<file path="config.mk">
export PLATFORM = sky130hd
export DESIGN_NAME = pipeline_hazard_ctrl_flat
export DESIGN_NICKNAME = d
export VERILOG_FILES = /design/src/rtl/pipeline_ctrl_pkg.sv /design/src/rtl/pipeline_hazard_ctrl_if.sv /design/src/rtl/pipeline_hazard_ctrl_load_use.sv /design/src/rtl/pipeline_hazard_ctrl.sv /design/src/flat_wrapper.sv
export SDC_FILE = /design/constraint.sdc
export NUM_CORES = 1
export LEC_CHECK = 0
export BUFFER_PORTS_ARGS = -buffer_cell sky130_fd_sc_hd__buf_2
export CAP_MARGIN = 20
export CORE_MARGIN = 2
export CORE_UTILIZATION = 40
export DETAILED_ROUTE_END_ITERATION = 8
export PLACE_DENSITY = 0.72
export SETUP_SLACK_MARGIN = 0.15
export SYNTH_ARGS = -nofsm -noshare
export SYNTH_HDL_FRONTEND = slang
export SYNTH_HIERARCHICAL = 1
export SYNTH_SLANG_ARGS = --single-unit
</file>
<file path="constraint.sdc">
create_clock -name clk -period 3.3 [get_ports clk]
set_input_delay 0.99 -clock clk [delete_from_list [all_inputs] [get_ports clk]]
set_output_delay 0.99 -clock clk [all_outputs]
set_load 0.1 [all_outputs]
</file>
<file path="src/rtl/pipeline_ctrl_pkg.sv">
// Shared types and constants for the MIPS32 pipeline hazard controller
// and the units that reuse its load-use comparator.
package pipeline_ctrl_pkg;

    typedef enum logic [1:0] {
        RUN        = 2'd0,
        LOAD_STALL = 2'd1,
        MEM_WAIT   = 2'd2,
        ERROR      = 2'd3
    } state_t;

    // What the pipeline does this cycle; each maps to one enable/flush pattern.
    typedef enum logic [2:0] {
        ACT_RUN,
        ACT_REDIRECT,
        ACT_FREEZE,
        ACT_BUBBLE,
        ACT_RESET
    } action_t;

    typedef struct packed {
        logic pc_write;
        logic if_id_write;
        logic if_id_flush;
        logic id_ex_write;
        logic id_ex_flush;
        logic ex_mem_write;
        logic ex_mem_flush;
        logic mem_wb_flush;
    } ctrl_t;

    localparam logic [4:0] REG_ZERO         = 5'd0;
    localparam int         DEF_LOAD_BUBBLES = 1;
    localparam int         DEF_MEM_TIMEOUT  = 15;
    localparam int         BUBBLE_W         = 3;
    localparam int         WAIT_W           = 8;

    function automatic ctrl_t ctrl_for(action_t act);
        ctrl_t c;
        c = '0;
        unique case (act)
            ACT_RUN: begin
                c.pc_write     = 1'b1;
                c.if_id_write  = 1'b1;
                c.id_ex_write  = 1'b1;
                c.ex_mem_write = 1'b1;
            end
            ACT_REDIRECT: begin
                c.pc_write     = 1'b1;
                c.if_id_write  = 1'b1;
                c.id_ex_write  = 1'b1;
                c.ex_mem_write = 1'b1;
                c.if_id_flush  = 1'b1;
                c.id_ex_flush  = 1'b1;
                c.ex_mem_flush = 1'b1;
            end
            ACT_BUBBLE: begin
                c.id_ex_write  = 1'b1;
                c.id_ex_flush  = 1'b1;
                c.ex_mem_write = 1'b1;
            end
            ACT_FREEZE: begin
                c.mem_wb_flush = 1'b1;
            end
            default: begin
                c.if_id_flush  = 1'b1;
                c.id_ex_flush  = 1'b1;
                c.ex_mem_flush = 1'b1;
                c.mem_wb_flush = 1'b1;
            end
        endcase
        return c;
    endfunction

endpackage

</file>
<file path="src/rtl/pipeline_hazard_ctrl_if.sv">
// Pipeline status in, register enables/flushes and error/perf counters out.
// master = pipeline datapath, slave = hazard controller.
interface pipeline_hazard_ctrl_if #(parameter int CNT_W = 16);
    logic             MemRead_ID_EX;
    logic [4:0]       rt_ID_EX;
    logic [4:0]       rs_IF_ID;
    logic [4:0]       rt_IF_ID;
    logic             uses_rt_IF_ID;
    logic             branch_taken_MEM;
    logic             jump_MEM;
    logic             mem_req;
    logic             mem_ready;
    logic             pc_write;
    logic             if_id_write;
    logic             if_id_flush;
    logic             id_ex_write;
    logic             id_ex_flush;
    logic             ex_mem_write;
    logic             ex_mem_flush;
    logic             mem_wb_flush;
    logic             mem_err;
    logic [CNT_W-1:0] stall_cycles;
    logic [CNT_W-1:0] flush_events;

    modport master (
        output MemRead_ID_EX, rt_ID_EX, rs_IF_ID, rt_IF_ID, uses_rt_IF_ID,
               branch_taken_MEM, jump_MEM, mem_req, mem_ready,
        input  pc_write, if_id_write, if_id_flush, id_ex_write, id_ex_flush,
               ex_mem_write, ex_mem_flush, mem_wb_flush, mem_err,
               stall_cycles, flush_events
    );

    modport slave (
        input  MemRead_ID_EX, rt_ID_EX, rs_IF_ID, rt_IF_ID, uses_rt_IF_ID,
               branch_taken_MEM, jump_MEM, mem_req, mem_ready,
        output pc_write, if_id_write, if_id_flush, id_ex_write, id_ex_flush,
               ex_mem_write, ex_mem_flush, mem_wb_flush, mem_err,
               stall_cycles, flush_events
    );
endinterface

</file>
<file path="src/rtl/pipeline_hazard_ctrl_load_use.sv">
// Load-use comparator: the ID instruction needs a register still being loaded in EX.
module load_use_detect
    import pipeline_ctrl_pkg::*;
(
    input  logic       mem_read,
    input  logic [4:0] rt_ex,
    input  logic [4:0] rs_id,
    input  logic [4:0] rt_id,
    input  logic       uses_rt,
    output logic       load_use
);
    // $zero is never a real dependency even when a load targets it.
    assign load_use = mem_read && (rt_ex != REG_ZERO) &&
                      ((rt_ex == rs_id) || (uses_rt && (rt_ex == rt_id)));
endmodule

</file>
<file path="src/rtl/pipeline_hazard_ctrl.sv">
// Stall/flush sequencer for the 5-stage pipeline: redirects, data-memory waits,
// load-use bubbles, memory timeout error and saturating perf counters.
module pipeline_hazard_ctrl
    import pipeline_ctrl_pkg::*;
#(
    parameter int LOAD_BUBBLES = DEF_LOAD_BUBBLES,
    parameter int MEM_TIMEOUT  = DEF_MEM_TIMEOUT,
    parameter int CNT_W        = 16
) (
    input logic                   clk,
    input logic                   reset,
    pipeline_hazard_ctrl_if.slave hz
);

    state_t              state;
    logic [BUBBLE_W-1:0] bubble_cnt;
    logic [WAIT_W-1:0]   wait_cnt;
    logic                mem_err;
    logic [CNT_W-1:0]    stall_cycles;
    logic [CNT_W-1:0]    flush_events;

    logic    load_use;
    logic    redirect;
    logic    mem_stall;
    action_t action;
    ctrl_t   ctrl;

    load_use_detect u_load_use (
        .mem_read (hz.MemRead_ID_EX),
        .rt_ex    (hz.rt_ID_EX),
        .rs_id    (hz.rs_IF_ID),
        .rt_id    (hz.rt_IF_ID),
        .uses_rt  (hz.uses_rt_IF_ID),
        .load_use (load_use)
    );

    assign redirect  = hz.branch_taken_MEM | hz.jump_MEM;
    assign mem_stall = hz.mem_req & ~hz.mem_ready;

    // NOTE: action gets a default before the case so no path leaves it unassigned (no latch).
    always_comb begin
        action = ACT_RUN;
        if (reset) begin
            action = ACT_RESET;
        end else begin
            unique case (state)
                RUN: begin
                    if (redirect)       action = ACT_REDIRECT;
                    else if (mem_stall) action = ACT_FREEZE;
                    else if (load_use)  action = ACT_BUBBLE;
                end
                LOAD_STALL: action = redirect ? ACT_REDIRECT : ACT_BUBBLE;
                MEM_WAIT:   action = hz.mem_ready ? ACT_RUN : ACT_FREEZE;
                ERROR:      action = ACT_FREEZE;
                default:    action = ACT_FREEZE;
            endcase
        end
    end

    assign ctrl = ctrl_for(action);

    // NOTE: all registered state uses non-blocking assignments so every flop samples pre-edge values.
    always_ff @(posedge clk) begin
        if (reset) begin
            state        <= RUN;
            bubble_cnt   <= '0;
            wait_cnt     <= '0;
            mem_err      <= 1'b0;
            stall_cycles <= '0;
            flush_events <= '0;
        end else begin
            unique case (state)
                RUN: begin
                    if (redirect) begin
                        state <= RUN;
                    end else if (mem_stall) begin
                        state    <= MEM_WAIT;
                        wait_cnt <= WAIT_W'(1);
                    end else if (load_use && (LOAD_BUBBLES > 1)) begin
                        state      <= LOAD_STALL;
                        bubble_cnt <= BUBBLE_W'(LOAD_BUBBLES - 1);
                    end
                end
                LOAD_STALL: begin
                    if (redirect || (bubble_cnt <= BUBBLE_W'(1))) begin
                        state      <= RUN;
                        bubble_cnt <= '0;
                    end else begin
                        bubble_cnt <= bubble_cnt - BUBBLE_W'(1);
                    end
                end
                MEM_WAIT: begin
                    if (hz.mem_ready) begin
                        state    <= RUN;
                        wait_cnt <= '0;
                    end else if (wait_cnt == WAIT_W'(MEM_TIMEOUT)) begin
                        state   <= ERROR;
                        mem_err <= 1'b1;
                    end else begin
                        wait_cnt <= wait_cnt + WAIT_W'(1);
                    end
                end
                default: state <= ERROR;
            endcase

            if (!ctrl.pc_write && (stall_cycles != '1))
                stall_cycles <= stall_cycles + CNT_W'(1);
            if ((action == ACT_REDIRECT) && (flush_events != '1))
                flush_events <= flush_events + CNT_W'(1);
        end
    end

    assign hz.pc_write     = ctrl.pc_write;
    assign hz.if_id_write  = ctrl.if_id_write;
    assign hz.if_id_flush  = ctrl.if_id_flush;
    assign hz.id_ex_write  = ctrl.id_ex_write;
    assign hz.id_ex_flush  = ctrl.id_ex_flush;
    assign hz.ex_mem_write = ctrl.ex_mem_write;
    assign hz.ex_mem_flush = ctrl.ex_mem_flush;
    assign hz.mem_wb_flush = ctrl.mem_wb_flush;
    assign hz.mem_err      = mem_err;
    assign hz.stall_cycles = stall_cycles;
    assign hz.flush_events = flush_events;

endmodule

</file>
<file path="src/flat_wrapper.sv">
// flat-port wrapper written by rule: the top's interface ports become plain ports
module pipeline_hazard_ctrl_flat import pipeline_ctrl_pkg::*;
#(
    parameter int LOAD_BUBBLES = DEF_LOAD_BUBBLES,
    parameter int MEM_TIMEOUT  = DEF_MEM_TIMEOUT,
    parameter int CNT_W        = 16
)
  (clk, reset, hz_MemRead_ID_EX, hz_rt_ID_EX, hz_rs_IF_ID, hz_rt_IF_ID, hz_uses_rt_IF_ID, hz_branch_taken_MEM, hz_jump_MEM, hz_mem_req, hz_mem_ready, hz_pc_write, hz_if_id_write, hz_if_id_flush, hz_id_ex_write, hz_id_ex_flush, hz_ex_mem_write, hz_ex_mem_flush, hz_mem_wb_flush, hz_mem_err, hz_stall_cycles, hz_flush_events);
  pipeline_hazard_ctrl_if #(.CNT_W(CNT_W)) hz_i ();
  input logic clk;
  input logic reset;
  input wire logic [$bits(hz_i.MemRead_ID_EX)-1:0] hz_MemRead_ID_EX;
  input wire logic [$bits(hz_i.rt_ID_EX)-1:0] hz_rt_ID_EX;
  input wire logic [$bits(hz_i.rs_IF_ID)-1:0] hz_rs_IF_ID;
  input wire logic [$bits(hz_i.rt_IF_ID)-1:0] hz_rt_IF_ID;
  input wire logic [$bits(hz_i.uses_rt_IF_ID)-1:0] hz_uses_rt_IF_ID;
  input wire logic [$bits(hz_i.branch_taken_MEM)-1:0] hz_branch_taken_MEM;
  input wire logic [$bits(hz_i.jump_MEM)-1:0] hz_jump_MEM;
  input wire logic [$bits(hz_i.mem_req)-1:0] hz_mem_req;
  input wire logic [$bits(hz_i.mem_ready)-1:0] hz_mem_ready;
  output wire logic [$bits(hz_i.pc_write)-1:0] hz_pc_write;
  output wire logic [$bits(hz_i.if_id_write)-1:0] hz_if_id_write;
  output wire logic [$bits(hz_i.if_id_flush)-1:0] hz_if_id_flush;
  output wire logic [$bits(hz_i.id_ex_write)-1:0] hz_id_ex_write;
  output wire logic [$bits(hz_i.id_ex_flush)-1:0] hz_id_ex_flush;
  output wire logic [$bits(hz_i.ex_mem_write)-1:0] hz_ex_mem_write;
  output wire logic [$bits(hz_i.ex_mem_flush)-1:0] hz_ex_mem_flush;
  output wire logic [$bits(hz_i.mem_wb_flush)-1:0] hz_mem_wb_flush;
  output wire logic [$bits(hz_i.mem_err)-1:0] hz_mem_err;
  output wire logic [$bits(hz_i.stall_cycles)-1:0] hz_stall_cycles;
  output wire logic [$bits(hz_i.flush_events)-1:0] hz_flush_events;
  assign hz_i.MemRead_ID_EX = hz_MemRead_ID_EX;
  assign hz_i.rt_ID_EX = hz_rt_ID_EX;
  assign hz_i.rs_IF_ID = hz_rs_IF_ID;
  assign hz_i.rt_IF_ID = hz_rt_IF_ID;
  assign hz_i.uses_rt_IF_ID = hz_uses_rt_IF_ID;
  assign hz_i.branch_taken_MEM = hz_branch_taken_MEM;
  assign hz_i.jump_MEM = hz_jump_MEM;
  assign hz_i.mem_req = hz_mem_req;
  assign hz_i.mem_ready = hz_mem_ready;
  assign hz_pc_write = hz_i.pc_write;
  assign hz_if_id_write = hz_i.if_id_write;
  assign hz_if_id_flush = hz_i.if_id_flush;
  assign hz_id_ex_write = hz_i.id_ex_write;
  assign hz_id_ex_flush = hz_i.id_ex_flush;
  assign hz_ex_mem_write = hz_i.ex_mem_write;
  assign hz_ex_mem_flush = hz_i.ex_mem_flush;
  assign hz_mem_wb_flush = hz_i.mem_wb_flush;
  assign hz_mem_err = hz_i.mem_err;
  assign hz_stall_cycles = hz_i.stall_cycles;
  assign hz_flush_events = hz_i.flush_events;
  pipeline_hazard_ctrl #(.LOAD_BUBBLES(LOAD_BUBBLES), .MEM_TIMEOUT(MEM_TIMEOUT), .CNT_W(CNT_W)) u_core (.clk(clk), .reset(reset), .hz(hz_i));
endmodule
</file>
After elaboration in Yosys (flattened, before gate mapping)
Cells that the tools add are included.

Register bits after elaboration: 46. Logic and storage cells: 74.

Add/sub/neg operators: 4. Magnitude comparators: 1. Eq/ne operators: 17. Mux-type cells: 24. Bitwise operators: 3. Reduce and logical (&&, ||, !) cells: 19.

Operators by type and width (number): $add 16x1->16 const B (2); $mux 8 (4); $ne 16x16->1 const B (2); $mux 2 (9); $pmux 8 s2 (1); $mux 3 (4); $pmux 3 s4 (1); $eq 5x5->1 (2); $add 8x1->8 const B (1); $eq 8x4->1 const B (1); $eq 3x2->1 const B (2); $pmux 2 s3 (1); $reduce_and 3->1 (2); $reduce_or 3->1 (2); $logic_and 1x1->1 (5); $reduce_bool 5->1 (1); $eq 2x2->1 const B (2); $mux 1 (4); $ne 2x1->1 const B (2); $reduce_and 4->1 (1); $reduce_or 2->1 (2); $eq 3x1->1 const B (1); $le 3x1->1 const B (1); $logic_not 3->1 (1); 13 further kinds (14).

Depth between registers and ports, before layout
Depth after elaboration: 14. Mapped depth: 11.

By module
The synthesis kept the hierarchy.

By module, submodules not included: pipeline_hazard_ctrl (instances 1, cells each 272, area each 2381.0 um^2, seq. area each 920.9 um^2); load_use_detect (instances 1, cells each 17, area each 132.6 um^2, seq. area each 0.0 um^2).

Worst setup path after synthesis
No wires, ideal clock.

Path kind: input-to-output. From: in hz_rt_ID_EX[3]. To: out hz_id_ex_flush. Data arrival time: 3932 ps. Required time: 2310 ps. Path slack: -1622 ps. Stages: 7. Cells stage by stage: xor2_1 > nor4_2 > nand3_1 > a21oi_1 > nor2b_1 > nor3_1 > o21ai_0.

Longest elaborated chain between the ends: 12. Elaborated cells between the ends (all ways): 16. Classes of those cells: eq/ne: 3; mux: 6; reduce/logical: 7.

RTL lines: from (decl) (line flat_wrapper.sv:13) `input wire logic [$bits(hz_i.rt_ID_EX)-1:0] hz_rt_ID_EX;`; $eq 5x5->1 (line pipeline_hazard_ctrl_load_use.sv:14) `((rt_ex == rs_id) || (uses_rt && (rt_ex == rt_id)));`; $logic_and 1x1->1 (line pipeline_hazard_ctrl_load_use.sv:14); $logic_or 1x1->1 (line pipeline_hazard_ctrl_load_use.sv:14); $logic_and 1x1->1 (*) (line pipeline_hazard_ctrl_load_use.sv:13) `assign load_use = mem_read && (rt_ex != REG_ZERO) &&`; via u_core.load_use (line pipeline_hazard_ctrl.sv:22) `logic load_use;`; $mux 2 (*) (line pipeline_hazard_ctrl.sv:50) `else if (load_use) action = ACT_BUBBLE;`; $mux 3 (*) (line pipeline_hazard_ctrl.sv:49) `else if (mem_stall) action = ACT_FREEZE;`; $mux 3 (*) (line pipeline_hazard_ctrl.sv:48) `if (redirect) action = ACT_REDIRECT;`; $pmux 3 s4 (*) (line pipeline_hazard_ctrl.sv:46) `unique case (state)`; $mux 3 (*) (line pipeline_hazard_ctrl.sv:43) `if (reset) begin`; $eq 3x2->1 / $logic_not 3->1 (equally long branches) (line pipeline_ctrl_pkg.sv:41) `unique case (act)`; $reduce_or 2->1 (no line) (*); $mux 1 (*) (line pipeline_ctrl_pkg.sv:41); to (decl) (line flat_wrapper.sv:25) `output wire logic [$bits(hz_i.id_ex_flush)-1:0] hz_id_ex_flush;`.

Mark *: on every way through the listed nets, which the timed path passes. The rest lies on a longest branch.

Final worst setup path
From: in hz_rt_ID_EX[4]. To: out hz_if_id_write.

Longest elaborated chain between the ends: 12. Elaborated cells between the ends (all ways): 16. Classes of those cells: eq/ne: 3; mux: 6; reduce/logical: 7.

RTL lines: $eq 5x5->1 (line pipeline_hazard_ctrl_load_use.sv:14); $logic_and 1x1->1 (line pipeline_hazard_ctrl_load_use.sv:14); $logic_or 1x1->1 (line pipeline_hazard_ctrl_load_use.sv:14); $logic_and 1x1->1 (*) (line pipeline_hazard_ctrl_load_use.sv:13); via u_core.load_use (line pipeline_hazard_ctrl.sv:22); $mux 2 (*) (line pipeline_hazard_ctrl.sv:50); $mux 3 (*) (line pipeline_hazard_ctrl.sv:49); $mux 3 (*) (line pipeline_hazard_ctrl.sv:48); $pmux 3 s4 (*) (line pipeline_hazard_ctrl.sv:46); $mux 3 (*) (line pipeline_hazard_ctrl.sv:43); $eq 3x1->1 / $logic_not 3->1 (equally long branches) (line pipeline_ctrl_pkg.sv:41); $reduce_or 2->1 (no line) (*); $mux 2 (*) (line pipeline_ctrl_pkg.sv:41); to (decl) (line flat_wrapper.sv:22) `output wire logic [$bits(hz_i.if_id_write)-1:0] hz_if_id_write;`.

Marks and branches as above.

==> summary.txt <==
Clocking
  • CTS tree: yes
  • H-tree level count: 2
  • Root buffer cell: clkbuf_8
  • Total CTS buffers: 5
  • Clock sink total: 46
  • CTS max path bufs: 2
  • Reg clk slew, reported paths: 80 ps
  • Post-cts hold buffer count: 0
  • Clock Latency Late Sink: 300 ps

GRT
  • Initial antenna violation count: 0
  • Vias in the first global route: 2,190
  • First-pass GRT wire length: 9750 um
  • GRT Overall Usage: 0.168
  • Gr ovfl total: 0
  • Pin count of the biggest net entering global routing: 42

Logic synthesis
  • Post-Syn Area: 0.00251 sq mm
  • Top cells by instance count after synthesis: dfxtp_1 (46), nor2_1 (44), xor2_1 (21), nand3_1 (19), xnor2_1 (19)
  • Main synth FF type: dfxtp_1
  • Ys async rst share: 0
  • Syn Area/Cell: 8.70 sq um
  • Synth unique cells: 47
  • Most frequent cell after synthesis: dfxtp_1
  • Yosys reg bits: 46
  • Post-Synthesis Cells: 289
  • Synth warn: 6
  • Synth top area share: 0.366
  • Number of synthesized flops with an enable pin: 0
  • Largest cells by area after synthesis: dfxtp_1 (37%), xor2_1 (7.3%), xnor2_1 (6.6%)
  • Fraction of the yosys area taken by sequential cells: 0.366
  • Largest area contributor in the netlist: dfxtp_1
  • Synthesized net count: 317

Pwr
  • Part of the power in registers: 0.460
  • LEAKAGE: 0.00129 uW
  • Clock Power Share: 0.338
  • Internal power: 868 uW
  • Switching portion of total power: 0.311
  • Max VDD drop: 0.271 mV
  • P per Cell Area: 393 mW/mm^2
  • Combinational power share: 0.202
  • Net Sw Power: 391 uW

Die
  • Starting Density: 0.420
  • Core ar.: 0.00599 sq mm
  • Height of the die: 83.3 um
  • Die ar.: 0.00693 sq mm
  • # rows: 28
  • Die Wd: 83.3 um
  • Boundary Pins: 64

Drt
  • Post-route ant nets: 0
  • # DRC: 0
  • Routed len/inst: 13.1 um
  • Drt first pass iters: 4
  • Via density: 5.26
  • First DRT Iteration DRCs: 70
  • WL final: 5650 um
  • Via count: 2,265

Setup path
  • Data required time at the worst endpoint: 2310 ps
  • Crit-path max FO: 3
  • Critical path arrival: 2500 ps
  • Worst Setup End Kind: primary output
  • Crit Path Class: in -> out
  • CP Launch Type: primary input

Layout
  • N_diodes: 0
  • Register area: 921 sq um
  • Area Growth Syn to Fin: 27.3%
  • # nets final: 383
  • Filler cell count: 548
  • Multi-input logic area: 0.00154 sq mm
  • Layout cells sized above 1: 0.326

Timing
  • Relative slew slack: 0.603
  • RSZ-0062 raised after global routing: true
  • Hold Fails Final Rpt: 0
  • Final period util: 1.06
  • Min cycle time layout: 3490 ps
  • Hold_ws: 484 ps
  • Post-route setup slack: -187 ps
  • # setup viols final: 3
  • Fmax: 287 MHz
  • Layout Skew: 9.79 ps
  • Worst-Margin Slew: 589 ps
  • Max Slew Vio Count: 0

Status
  • Failing checks: negative setup slack
  • Outcome: complete, but fails checks

Job
  • Max cap viols: 0

Placement
  • Placer Congestion: 0.895
  • PortBufs: 63
  • Post-place setup slack: -263 ps
  • Dpl hpwl: 4110 um

Worst hold path
  • Min-Delay Path Class: reg -> reg
[what timing repair did]
| action | 4_1_cts | 5_1_grt |
|---|---|---|
| buffers inserted | 0 | 0 |
| resized for setup | 11 | 8 |
| pin swaps | 10 | 4 |
| setup endpoints to repair | 3 | 5 |
[metrics by stage]
step,TNS (ps),utilization,cell area (sq um),std cells,power (uW)
2_1_floorplan,-1010,-,2570,289,778
3_3_place_gp,-634,0.503,3010,423,833
3_5_place_dp,-730,0.503,3010,423,836
4_1_cts,-407,0.530,3170,431,1270
5_1_grt,-817,0.534,3200,431,1310
6_report,-513,0.534,3200,431,1260
[cells by family after synthesis]
family	count (synthesis)	share of synthesized area
simple gates	142	0.329
xor+xnor	40	0.139
compound gates	35	0.0876
flops	46	0.366
buf+inv	20	0.0488
fa+ha+maj	5	0.0249
mux	1	0.00448
[metal layers]
layer | up-vias | global-route usage | wire length, um
li1 | 1145 | - | -
met1 | 1060 | 0.196 | 2470
met2 | 46 | 0.299 | 2840
met3 | 14 | 0.0348 | 204
met4 | 0 | 0.0671 | 127
met5 | - | 0 | 0
[state kept, by name (all words and copies together) (netlist names)]
register / cells
u_core/bubble_cnt: 3
u_core/hz.stall_cycles: 16
u_core/state: 2
u_core/wait_cnt: 8
u_core/hz.mem_err: 1
u_core/hz.flush_events: 16
[final timing paths]
kind,start,end,slack [ps],cells past startpoint
worst min-delay path,u_core/hz.mem_err,u_core/hz.mem_err,480,2
worst min register to register,u_core/hz.mem_err,u_core/hz.mem_err,480,2
worst max register to register,u_core/state[1],u_core/hz.stall_cycles[15],1070,7
worst max-delay path,hz_rt_ID_EX[4],hz_if_id_write,-190,7
[worst max-delay path, cell delays in order]
cell and delay, ps:
buf_6 90, or4_4 540, o21ai_4 160, a21oi_2 50, o31ai_1 220, and3_4 260, buf_12 180
[power groups by stage]
stage / Clock (uW) / Combinational (uW) / Sequential (uW)
floorplan: 0 / 132 / 646
global route: 463 / 268 / 582
global placement: 0 / 242 / 591
CTS: 440 / 250 / 579
detailed placement: 0 / 244 / 592
finish: 425 / 255 / 578
[cells in the final DEF (no fill, tap or decap), drive strengths merged, types with 10 or more instances in the layout]
cell type / count
dfxtp: 46
a21oi: 13
nor3: 13
xor2: 21
nand3: 19
nand2: 15
nor2: 44
buf: 73
o21ai: 13
nand4: 10
xnor2: 19
[area by class of cell]
class | count | area share
multi-input combinational | 223 | 0.480
sequential | 46 | 0.288
timing repair buffer | 73 | 0.159
tap | 75 | 0.0293
clock buffer | 5 | 0.0215
clock inverter | 3 | 0.0137
inverter | 6 | 0.00821
(Power assumes the default switching activity.)
